File: config.mk
export PLATFORM = sky130hd
export DESIGN_NAME = match_controller
export DESIGN_NICKNAME = d
export VERILOG_FILES = /design/src/rtl/match_controller.sv
export SDC_FILE = /design/constraint.sdc
export NUM_CORES = 1
export LEC_CHECK = 0
export BUFFER_PORTS_ARGS = -buffer_cell sky130_fd_sc_hd__buf_2
export CAP_MARGIN = 30
export CORE_MARGIN = 4
export CORE_UTILIZATION = 50
export DETAILED_ROUTE_END_ITERATION = 12
export PLACE_DENSITY_LB_ADDON = 0.1
export SLEW_MARGIN = 20
export SYNTH_ARGS = -nofsm -noshare
export SYNTH_HDL_FRONTEND = slang
export SYNTH_SLANG_ARGS = --single-unit
File: constraint.sdc
create_clock -name clk -period 3.23 [get_ports clk]
set_clock_uncertainty 0.2 [all_clocks]
set_input_delay 0 -clock clk [delete_from_list [all_inputs] [get_ports clk]]
set_output_delay 0 -clock clk [all_outputs]
set_load 0.01 [all_outputs]
File: src/rtl/match_controller.sv
// Best-of-N tic-tac-toe match sequencer: detects round outcomes, issues score pulses,
// holds between rounds, alternates the starting player and declares the match winner.
module match_controller #(
  parameter int WIN_TARGET  = 3,
  parameter int SCORE_W     = 3,
  parameter int HOLD_CYCLES = 4
) (
  input  logic               clk,
  input  logic               reset,
  input  logic               x_win,
  input  logic               o_win,
  input  logic               board_full,
  input  logic               next_round,
  output logic               play_enable,
  output logic               board_clear,
  output logic               first_player,
  output logic               x_point,
  output logic               o_point,
  output logic [SCORE_W-1:0] x_score,
  output logic [SCORE_W-1:0] o_score,
  output logic [1:0]         round_result,
  output logic               match_over,
  output logic [1:0]         match_winner
);

  typedef enum logic [2:0] {S_CLEAR, S_PLAY, S_HOLD, S_WAIT, S_MATCH_OVER} state_t;

  localparam int HOLD_W = (HOLD_CYCLES > 1) ? $clog2(HOLD_CYCLES) : 1;
  localparam logic [HOLD_W-1:0]  HOLD_LOAD = HOLD_W'(HOLD_CYCLES - 1);
  localparam logic [SCORE_W-1:0] TARGET    = SCORE_W'(WIN_TARGET);

  state_t            state, state_d;
  logic [HOLD_W-1:0] hold_cnt;
  logic              x_win_q, o_win_q, next_q;
  logic              x_rise, o_rise, next_rise;
  logic              round_end, x_scores, o_scores, hold_done, at_target;
  logic              new_round, rematch;

  assign x_rise    = x_win & ~x_win_q;
  assign o_rise    = o_win & ~o_win_q;
  assign next_rise = next_round & ~next_q;

  // A rise beats board_full on the final move; simultaneous rises score nobody.
  assign round_end = (state == S_PLAY) && (x_rise || o_rise || board_full);
  assign x_scores  = round_end && x_rise && !o_rise;
  assign o_scores  = round_end && o_rise && !x_rise;
  assign hold_done = (state == S_HOLD) && (hold_cnt == '0);
  assign at_target = (x_score == TARGET) || (o_score == TARGET);
  assign new_round = (state == S_WAIT) && next_rise;
  assign rematch   = (state == S_MATCH_OVER) && next_rise;

  assign play_enable = (state == S_PLAY);
  assign board_clear = (state == S_CLEAR);
  assign match_over  = (state == S_MATCH_OVER);

  // NOTE: synchronous active-high reset matches the surrounding board logic.
  always_ff @(posedge clk) begin
    if (reset) state <= S_CLEAR;
    else       state <= state_d;
  end

  // NOTE: the default assignment first keeps every path assigned, so no latch is inferred.
  always_comb begin
    state_d = state;
    unique case (state)
      S_CLEAR:      state_d = S_PLAY;
      S_PLAY:       if (round_end) state_d = S_HOLD;
      S_HOLD:       if (hold_done) state_d = at_target ? S_MATCH_OVER : S_WAIT;
      S_WAIT:       if (next_rise) state_d = S_CLEAR;
      S_MATCH_OVER: if (next_rise) state_d = S_CLEAR;
      default:      state_d = S_CLEAR;
    endcase
  end

  // NOTE: non-blocking assignments so every register samples pre-edge values.
  always_ff @(posedge clk) begin
    if (reset) begin
      x_win_q      <= 1'b0;
      o_win_q      <= 1'b0;
      next_q       <= 1'b0;
      x_point      <= 1'b0;
      o_point      <= 1'b0;
      hold_cnt     <= '0;
      x_score      <= '0;
      o_score      <= '0;
      round_result <= 2'b00;
      match_winner <= 2'b00;
      first_player <= 1'b0;
    end else begin
      x_win_q <= x_win;
      o_win_q <= o_win;
      next_q  <= next_round;
      x_point <= x_scores;
      o_point <= o_scores;

      if (round_end) begin
        hold_cnt     <= HOLD_LOAD;
        round_result <= x_scores ? 2'b01 : (o_scores ? 2'b10 : 2'b11);
      end else if (state == S_HOLD && hold_cnt != '0) begin
        hold_cnt <= hold_cnt - HOLD_W'(1);
      end

      if (x_scores) x_score <= x_score + SCORE_W'(1);
      if (o_scores) o_score <= o_score + SCORE_W'(1);

      if (hold_done && at_target)
        match_winner <= (x_score == TARGET) ? 2'b01 : 2'b10;

      if (new_round) first_player <= ~first_player;

      if (rematch) begin
        x_score      <= '0;
        o_score      <= '0;
        round_result <= 2'b00;
        match_winner <= 2'b00;
        first_player <= 1'b0;
      end
    end
  end

endmodule

==> results.md <==
- Tcrit/Tclk final: 55.5%
- Sequential area share after synthesis: 40.2%
- Vias in the first global route: 737
- Most common cell in the synthesized netlist: dfxtp_1
- Hold WC Path Type: flip-flop to flip-flop
- Post-route ant nets: 0
- Final setup violation count: 0
- H-Tree Depth: 1
- Fin crit period: 1790 ps
- Boundary Pins: 22
- Die width: 53.7 um
- Leading area contributor after synthesis: dfxtp_1
- Synth warn: 0
- Post-Syn Nets: 110
- Leakage power: 0.599 nW
- Sw power: 202 uW
- CP Cell Sequence: ha_1, ha_1, o21ai_0, nor3b_4, mux2i_1, nor2_1
- 1st-iter DRT viols: 3
- Grt ovf: 0
- Avg Inst Size Synth: 10.6 um^2
- Post-Synthesis Cells: 99
- Setup TNS: 0 ps
- Final instance area: 1270 um^2
- Core box area: 1980 um^2
- Vias post-DR: 767
- WP buf/inv: 0
- Post-placement cell area: 1160 um^2
- HPWL after DPL: 1420 um
- Switching power share of the total: 31.9%
- Netlist cell types: 36
- Status: completed
- Antenna violations before repair: 0
- Global-route wire length before repair: 3160 um
- Total Routing Usage GR: 15.2%
- Hold slack: 303 ps
- Final Wtd Congestion: 0.796
- Delay-heaviest family, CP: adder cells
- CP endpoint kind: flip-flop
- DR pass1 iterations: 3
- Asr flop ratio synth: 0%
- Total Wirelength: 1830 um
- Combinational power share: 30.4%
- WS Path Type: flip-flop to flip-flop
- Root buf cell: clkbuf_4
- CP startpoint kind: flip-flop
- Internal Power: 431 uW
- PwrDens: 497 nW/um^2
- Post-CTS setup buffer count: 0
- RSZ-0062 raised after global routing: false
- Top_reg_cell synth: dfxtp_1
- Port Buf Inserts: 21
- TritonCTS buffer count: 3
- Flops & latches, synth: 21
- Synth-to-Final Area Change: 21.5%
- WL per Instance: 11.7 um
- Max-cap violations: 0
- Die ar.: 2890 um^2
- Synth top area cells: dfxtp_1, ha_1, mux2i_1, nand3_4, nor2_1
- Worst path required time: 3210 ps
- Final Net Count: 141
- Relative slew margins: 70.8%
- DRC: 0
- Worst Tran Pin Value: 434 ps
- Clock buffer depth: 2
- Total power: 632 uW
- Largest net degree at the start of global routing: 15
- Fraction of layout cells with a size suffix above 1: 31.8%
- Register share of total power: 50.5%
- Post-synth top area share: 40.2%
- Row count: 16
- Number of synthesized flops with an enable pin: 0
- Die Ht: 53.7 um
- Slowest stage cell, crit path: dfxtp_1
- Fmax achieved: 558 MHz
- CP dominant cell by count: ha_1
- Synth Cell Area: 1050 um^2
- Clk sinks: 21
- Final Hold Viols: 0
- Crit path max fanout: 5
- Post-synth top cells: dfxtp_1, nor2_1, mux2i_1
- CP arrival: 1770 ps
- CTS tree: built
- Max stage delay on crit path: 370 ps
- Clock share of power: 19.1%
- Vias per cell: 4.92
- Antenna cell count: 0
- Worst-Skew Late Latency: 290 ps
- Slew Viols, Final: 0
- Peak supply drop: 0.259 mV
- R2r setup slk: 1440 ps
- Clock slew at reported path FFs: 100 ps
- Initial core utilization: 52.8%
## per-stage QoR
stage	instances	worst slack (ps)	utilization [%]
3_3_place_gp	144	1460	58.8
2_1_floorplan	99	1510	-
3_5_place_dp	144	1420	58.8
6_report	156	1440	64.1
5_1_grt	156	1270	64.1
4_1_cts	156	1410	64.1
## cell usage in the layout (no fill, tap or decap), types with 3 or more instances in the layout
cell           synthesis  layout
nor2b_1                5       5
nor3_1                 3       3
or2b_1                 4       4
nor2_1                 9       9
ha_1                   5       5
buf_2                  1      21
mux2i_1                6       6
inv_1                  4       4
dfxtp_1               21      21
dlygate4sd3_1          0       8
clkbuf_4               0       3
a21oi_1                3       3
xor2_1                 3       3
o21ai_0                4       4
## sequential cells by signal (all words and copies together) (netlist names), 2 cells and up
name          cells
x_score           3
round_result      2
hold_cnt          2
state             3
o_score           3
match_winner      2
## power groups by stage
stage	clock network (mW)	logic (mW)	registers, mW
detailed placement	0	0.187	0.326
global placement	0	0.185	0.323
CTS	0.126	0.196	0.320
finish	0.121	0.192	0.319
global route	0.138	0.213	0.326
floorplan	0	0.155	0.317
## worst min-delay path: cells and delay by family (launching register included)
kind	cells	cell delay [ps]
compound gates	1	50
simple gates	1	90
flops	1	320
## final cells by class
type / count / area, um^2
Fill cell: 169 / 711
Multi-Input combinational cell: 70 / 582
Sequential cell: 21 / 420
Timing Repair Buffer: 29 / 185
Tap cell: 27 / 33.8
Clock buffer: 4 / 26.3
Inverter: 5 / 23.8
## what timing repair did
item,CTS,global route
hold buffers,8,0
endpoints found under the hold margin,12,0
resized for setup,0,0
## worst paths after layout
| kind | start | endpoint | depth (start not counted) |
|---|---|---|---|
| min reg2reg | match_winner[1]$_SDFFE_PP0P_ | match_winner[1]$_SDFFE_PP0P_ | 2 |
| max | x_score[0]$_SDFFE_PP0P_ | match_winner[0]$_SDFFE_PP0P_ | 6 |
| min | match_winner[1]$_SDFFE_PP0P_ | match_winner[1]$_SDFFE_PP0P_ | 2 |
| max reg2reg | x_score[0]$_SDFFE_PP0P_ | match_winner[0]$_SDFFE_PP0P_ | 6 |
## per-layer routing
layer  global-route usage (%)  share of wire [%]  vias up
met5                        0                  0        -
met4                     5.11                1.5        0
met3                     3.32                2.4        4
met2                     25.2                 49       11
met1                     19.2                 47      351
li1                         -                  -      401
## logic make-up after synthesis
logic type	synth area share, %
AND/OR/NAND/NOR	28.6
flip-flops	40.2
AO/OA/AOI/OAI	9.09
buffers and inverters	4.19
multiplexers	8.61
adder cells (fa/ha/maj)	5.98
XOR/XNOR	3.35
Note: power is estimated with default switching activity, not from simulation.
